$ cat src/rtl/branch_predictor.sv
// Purpose: fetch-stage branch predictor built from a 2-bit counter BHT and a circular return-address stack.
// Latency: 1 cycle from fetch_valid to pred_valid; prediction outputs hold while fetch_valid is low.
// Backpressure: none; a prediction is issued for every fetch, and a BHT update is accepted every cycle.
module branch_predictor #(
    parameter int BHT_DEPTH = 256,
    parameter int RAS_DEPTH = 8
) (
    input  logic        clk,
    input  logic        resetn,
    input  logic        fetch_valid,
    input  logic [31:0] fetch_pc,
    input  logic [31:0] fetch_inst,
    input  logic        upd_valid,
    input  logic [31:0] upd_pc,
    input  logic        upd_taken,
    input  logic        ras_flush,
    output logic        pred_valid,
    output logic        pred_is_branch,
    output logic        pred_taken,
    output logic [31:0] pred_target
);

    localparam int IDX_W  = $clog2(BHT_DEPTH);
    localparam int RAS_AW = $clog2(RAS_DEPTH);
    localparam logic [RAS_AW-1:0] PTR_ONE  = RAS_AW'(1);
    localparam logic [RAS_AW:0]   CNT_ONE  = (RAS_AW+1)'(1);
    localparam logic [RAS_AW:0]   CNT_FULL = (RAS_AW+1)'(RAS_DEPTH);

    logic [1:0]        bht [BHT_DEPTH];
    logic [31:0]       ras [RAS_DEPTH];
    logic [RAS_AW-1:0] ras_top;
    logic [RAS_AW:0]   ras_cnt;

    // instruction fields
    logic [5:0]  op;
    logic [4:0]  rs;
    logic [4:0]  rt;
    logic [5:0]  funct;
    logic [15:0] imm;
    logic [31:0] pc4;
    logic [31:0] push_addr;
    logic [31:0] br_tgt;
    logic [31:0] j_tgt;
    logic [IDX_W-1:0] fetch_idx;
    logic [IDX_W-1:0] upd_idx;

    assign op        = fetch_inst[31:26];
    assign rs        = fetch_inst[25:21];
    assign rt        = fetch_inst[20:16];
    assign funct     = fetch_inst[5:0];
    assign imm       = fetch_inst[15:0];
    assign pc4       = fetch_pc + 32'd4;
    // return lands after the delay slot
    assign push_addr = pc4 + 32'd4;
    assign br_tgt    = pc4 + {{14{imm[15]}}, imm, 2'b00};
    assign j_tgt     = {pc4[31:28], fetch_inst[25:0], 2'b00};
    assign fetch_idx = fetch_pc[IDX_W+1:2];
    assign upd_idx   = upd_pc[IDX_W+1:2];

    // PC bits outside the BHT index never influence the counters
    logic unused_upd_bits;
    assign unused_upd_bits = ^{upd_pc[31:IDX_W+2], upd_pc[1:0]};

    logic is_regimm_br;
    logic is_link_br;
    logic is_cond;
    logic is_j;
    logic is_jal;
    logic is_jr;
    logic is_jalr;

    assign is_regimm_br = (op == 6'b000001) &&
                          (rt == 5'b00000 || rt == 5'b00001 || rt == 5'b10000 || rt == 5'b10001);
    assign is_link_br   = (op == 6'b000001) && (rt == 5'b10000 || rt == 5'b10001);
    assign is_cond      = (op[5:2] == 4'b0001) || is_regimm_br;
    assign is_j         = (op == 6'b000010);
    assign is_jal       = (op == 6'b000011);
    assign is_jr        = (op == 6'b000000) && (funct == 6'b001000);
    assign is_jalr      = (op == 6'b000000) && (funct == 6'b001001);

    logic        nxt_branch;
    logic        nxt_taken;
    logic [31:0] nxt_target;
    logic        do_push;
    logic        do_pop;

    // decode the fetched word into a prediction and the RAS action it implies
    always_comb begin
        nxt_branch = 1'b0;
        nxt_taken  = 1'b0;
        nxt_target = 32'd0;
        do_push    = 1'b0;
        do_pop     = 1'b0;
        if (is_cond) begin
            nxt_branch = 1'b1;
            nxt_taken  = bht[fetch_idx][1];
            nxt_target = bht[fetch_idx][1] ? br_tgt : 32'd0;
            do_push    = is_link_br;
        end else if (is_j || is_jal) begin
            nxt_branch = 1'b1;
            nxt_taken  = 1'b1;
            nxt_target = j_tgt;
            do_push    = is_jal;
        end else if (is_jr) begin
            nxt_branch = 1'b1;
            // only JR $31 is treated as a return; an empty stack gives no guess
            if (rs == 5'd31 && ras_cnt != '0) begin
                nxt_taken  = 1'b1;
                nxt_target = ras[ras_top];
                do_pop     = 1'b1;
            end
        end else if (is_jalr) begin
            nxt_branch = 1'b1;
            do_push    = 1'b1;
        end
    end

    // saturating 2-bit counter training from execute, independent of fetch
    always_ff @(posedge clk or negedge resetn) begin
        if (!resetn) begin
            for (int i = 0; i < BHT_DEPTH; i++) bht[i] <= 2'b01;
        end else if (upd_valid) begin
            if (upd_taken && bht[upd_idx] != 2'b11)
                bht[upd_idx] <= bht[upd_idx] + 2'b01;
            else if (!upd_taken && bht[upd_idx] != 2'b00)
                bht[upd_idx] <= bht[upd_idx] - 2'b01;
        end
    end

    // RAS pointer/count; flush wins over a same-cycle push or pop
    always_ff @(posedge clk or negedge resetn) begin
        if (!resetn) begin
            ras_top <= '0;
            ras_cnt <= '0;
        end else if (ras_flush) begin
            ras_cnt <= '0;
        end else if (fetch_valid) begin
            if (do_push) begin
                ras_top <= ras_top + PTR_ONE;
                if (ras_cnt != CNT_FULL) ras_cnt <= ras_cnt + CNT_ONE;
            end else if (do_pop) begin
                ras_top <= ras_top - PTR_ONE;
                ras_cnt <= ras_cnt - CNT_ONE;
            end
        end
    end

    // RAS storage; entries are only read below the count, so they need no reset
    always_ff @(posedge clk) begin
        if (fetch_valid && do_push && !ras_flush) ras[ras_top + PTR_ONE] <= push_addr;
    end

    // registered prediction outputs
    always_ff @(posedge clk or negedge resetn) begin
        if (!resetn) begin
            pred_valid     <= 1'b0;
            pred_is_branch <= 1'b0;
            pred_taken     <= 1'b0;
            pred_target    <= 32'd0;
        end else begin
            pred_valid <= fetch_valid;
            if (fetch_valid) begin
                pred_is_branch <= nxt_branch;
                pred_taken     <= nxt_taken;
                pred_target    <= nxt_target;
            end
        end
    end

endmodule

$ cat config.mk
export PLATFORM = sky130hd
export DESIGN_NAME = branch_predictor
export DESIGN_NICKNAME = d
export VERILOG_FILES = /design/src/rtl/branch_predictor.sv
export SDC_FILE = /design/constraint.sdc
export NUM_CORES = 2
export LEC_CHECK = 0
export ABC_AREA = 1
export CORE_MARGIN = 2
export CORE_UTILIZATION = 30
export CTS_CLUSTER_SIZE = 16
export DETAILED_ROUTE_END_ITERATION = 7
export HOLD_SLACK_MARGIN = 0.1
export REMOVE_ABC_BUFFERS = 1
export SYNTH_ARGS = -nofsm -noshare
export SYNTH_HDL_FRONTEND = slang
export SYNTH_SLANG_ARGS = --single-unit
$ cat constraint.sdc
create_clock -name clk -period 10.2 [get_ports clk]
set_input_delay 2.04 -clock clk [delete_from_list [all_inputs] [get_ports clk]]
set_output_delay 2.04 -clock clk [all_outputs]
set_load 0.02 [all_outputs]
==> impl_metrics.json <==
{
  "status": "finished clean",
  "start_kind": "input port",
  "ir_worst_vdd_mv": 0.134,
  "critPathSlowestCell": "clkdlybuf4s50_1",
  "num_vias": 40750,
  "clock_latency_ns": 0.70,
  "grt_max_degree": 224,
  "finalWeightedCongestion": 0.929,
  "cpPeakStageDelay_ns": 0.63,
  "first_pass_iters": 6,
  "syn_to_final_growth_pct": 13.6,
  "grt_pass1_vias": 38553,
  "die_area_um2": 151000,
  "cp.arrival_ns": 8.10,
  "overflow": 0,
  "crit_type": "input port to flop",
  "clockBufferDepth": 3,
  "cpMostUsedCell": "nor2_1",
  "drcViolationCount": 0,
  "place.detailed.hpwl_mm": 99.3,
  "grt_use_total": 0.211,
  "ant_nets": 0,
  "ios": 137,
  "period_minus_slack_ns": 7.54,
  "required_ns": 10.76,
  "ys_types": 54,
  "skew_ns": 0.0402,
  "wl_per_cell_um": 21.2,
  "fp.coreArea_um2": 146000,
  "syn_area_um2": 44300,
  "setup.worst_path.end_class": "flop",
  "p_total_mw": 8.43,
  "ys_seq_area_frac": 0.494,
  "cts_resized": 0,
  "setup_slack_ns": 2.66,
  "cts_hold_buf": 0,
  "crit_fanout": 74,
  "async_flop_share": 0.684,
  "htreeDepth": 3,
  "synthFlopType": "dfrtp_1",
  "cp_cell_sequence": "clkdlybuf4s50_1 -> nand2_4 -> buf_12 -> o22ai_1 -> o21ai_0 -> nand2_1 -> o21ai_0 -> nand2_1 -> nor2_1 -> nor2_1 -> nor2_1 -> nand2_8 -> inv_1 -> ha_1 -> nor2_1 -> o21ai_2 -> buf_4 -> nor2_2 -> inv_1 -> nor2_1 -> nand2_1 -> o21ai_0",
  "numCtsBuffers": 89,
  "finalMaxSlewViolations": 0,
  "start_util": 0.303,
  "final_hold_viol_count": 0,
  "final_nets": 5842,
  "die_w_um": 388,
  "fmax_ghz": 0.133,
  "cts_tree": "yes",
  "cts_sinks": 810,
  "antenna_found_initial": 7,
  "setup_violations": 0,
  "hold_slack_ns": 0.465,
  "leakagePower_nw": 21.9,
  "ys_seq_elements": 810,
  "synth_area_per_cell_um2": 7.74,
  "relSlewSlack": 0.151,
  "portBuffers": 112,
  "rsz0062_at_grt": "false",
  "grt_pass1_wl_mm": 243,
  "dpl_worst_slack_ns": 2.12,
  "path_delay_family": "simple AND/OR/NAND/NOR gates",
  "synth-warning-count": 0,
  "path_clk_slew_ns": 0.06,
  "cts_setup_buffers": 0,
  "drive_above_1_share": 0.0986,
  "finalWirelength_mm": 163,
  "holdCritPathClass": "flop to flop",
  "die_y_um": 388,
  "min_period_over_period": 0.739,
  "synth_cells": 5720,
  "drtIter0Drc": 4419,
  "drv_cap": 0,
  "synth-edff-count": 256,
  "cellPowerDensity_nw_per_um2": 168,
  "rows": 140,
  "worst-path-buf-inv": 5,
  "via_per_inst": 5.30,
  "worst_pin_slew_ns": 1.27,
  "cts_root_buf": "clkbuf_16"
}
worst paths after layout:
path                             endpoint       from  cells past startpoint  slack (ns)
max                              bht[185]  upd_pc[3]                     22        2.66
min                                  flop       flop                      2        0.47
max reg2reg                      bht[185]       flop                     19        5.30
min reg2reg                          flop       flop                      2        0.47
max in group asynchronous  pred_target[4]     resetn                      3        6.70
min in group asynchronous        bht[305]     resetn                      1        1.39
synthesized netlist by cell type, types with 11 or more instances:
cell / number / area, um^2
o21ai_1: 23 / 115
nand4_1: 45 / 282
xnor2_1: 16 / 140
nand2_1: 1838 / 6900
buf_2: 70 / 350
ha_1: 42 / 526
clkbuf_1: 205 / 769
nor2_1: 564 / 2120
o22a_1: 20 / 175
a22oi_1: 88 / 661
o31ai_1: 102 / 766
a221oi_1: 23 / 201
a21oi_1: 231 / 1160
buf_1: 36 / 135
clkinv_1: 18 / 67.6
dfstp_2: 256 / 6730
o22ai_1: 152 / 951
or2_2: 14 / 87.6
inv_2: 22 / 82.6
xor2_1: 50 / 438
inv_1: 507 / 1900
edfxtp_1: 256 / 7690
nand3_1: 390 / 1950
a211oi_1: 25 / 188
dfrtp_1: 298 / 7460
o211ai_1: 11 / 82.6
o21ai_0: 307 / 1540
nor3_1: 37 / 185
through the flow:
stage               area [um^2]  setup TNS (ns)  cells   util
finish                    50300               0   7690  0.344
global route              50300               0   7688  0.344
CTS                       50300               0   7688  0.344
detailed placement        47400               0   7522  0.324
global placement          47400               0   7522  0.324
floorplan                 42900         -918.53   5399      -
power by group:
part | total (mW) | leakage (nW) | switching, mW | internal (mW)
clock | 3.24 | 1.42 | 1.39 | 1.85
combinational | 1.61 | 12.1 | 1.20 | 0.411
sequential | 3.58 | 8.43 | 0.0685 | 3.51
total | 8.43 | 21.9 | 2.66 | 5.77
layer usage:
metal  wire length [um]  GRT usage
met5                  0          0
met4               7090     0.0856
met3              15000     0.0422
met2              73200      0.330
met1              67600      0.283
placed cells by master, fill, tap and decap left out, drive strengths merged, types with 152 or more instances in the layout:
master / n
o22ai: 152
dfstp: 256
nor2: 575
nand3: 391
inv: 537
o21ai: 330
dfrtp: 298
a21oi: 231
edfxtp: 256
nand2: 1844
worst min-delay path: stages (launching register included):
cell,delay (ns)
dfstp_2,0.37
nand2_1,0.05
nand2_1,0.04
cell families (layout without fill, tap and decap cells):
family | Yosys count | count (layout) | synth area share
DFF | 810 | 810 | 0.494
xor gates and xnor gates | 68 | 68 | 0.0139
adders and majority gates | 44 | 44 | 0.0128
AOI/OAI and AO/OA | 1005 | 1005 | 0.136
buffers and inverters | 869 | 920 | 0.0767
other | 0 | 2 | 0
and+or+nand+nor | 2924 | 2924 | 0.267
cell type report:
type	count	area, um^2
Clock inverter	29	251
Inverter	548	2080
Antenna cell	2	5.00
Clock buffer	137	2620
Sequential cell	810	21900
Timing Repair Buffer	206	1930
Tap cell	1917	2400
Fill cell	15133	95800
Multi-Input combinational cell	4041	19100
Note: power is estimated with default switching activity, not from simulation.
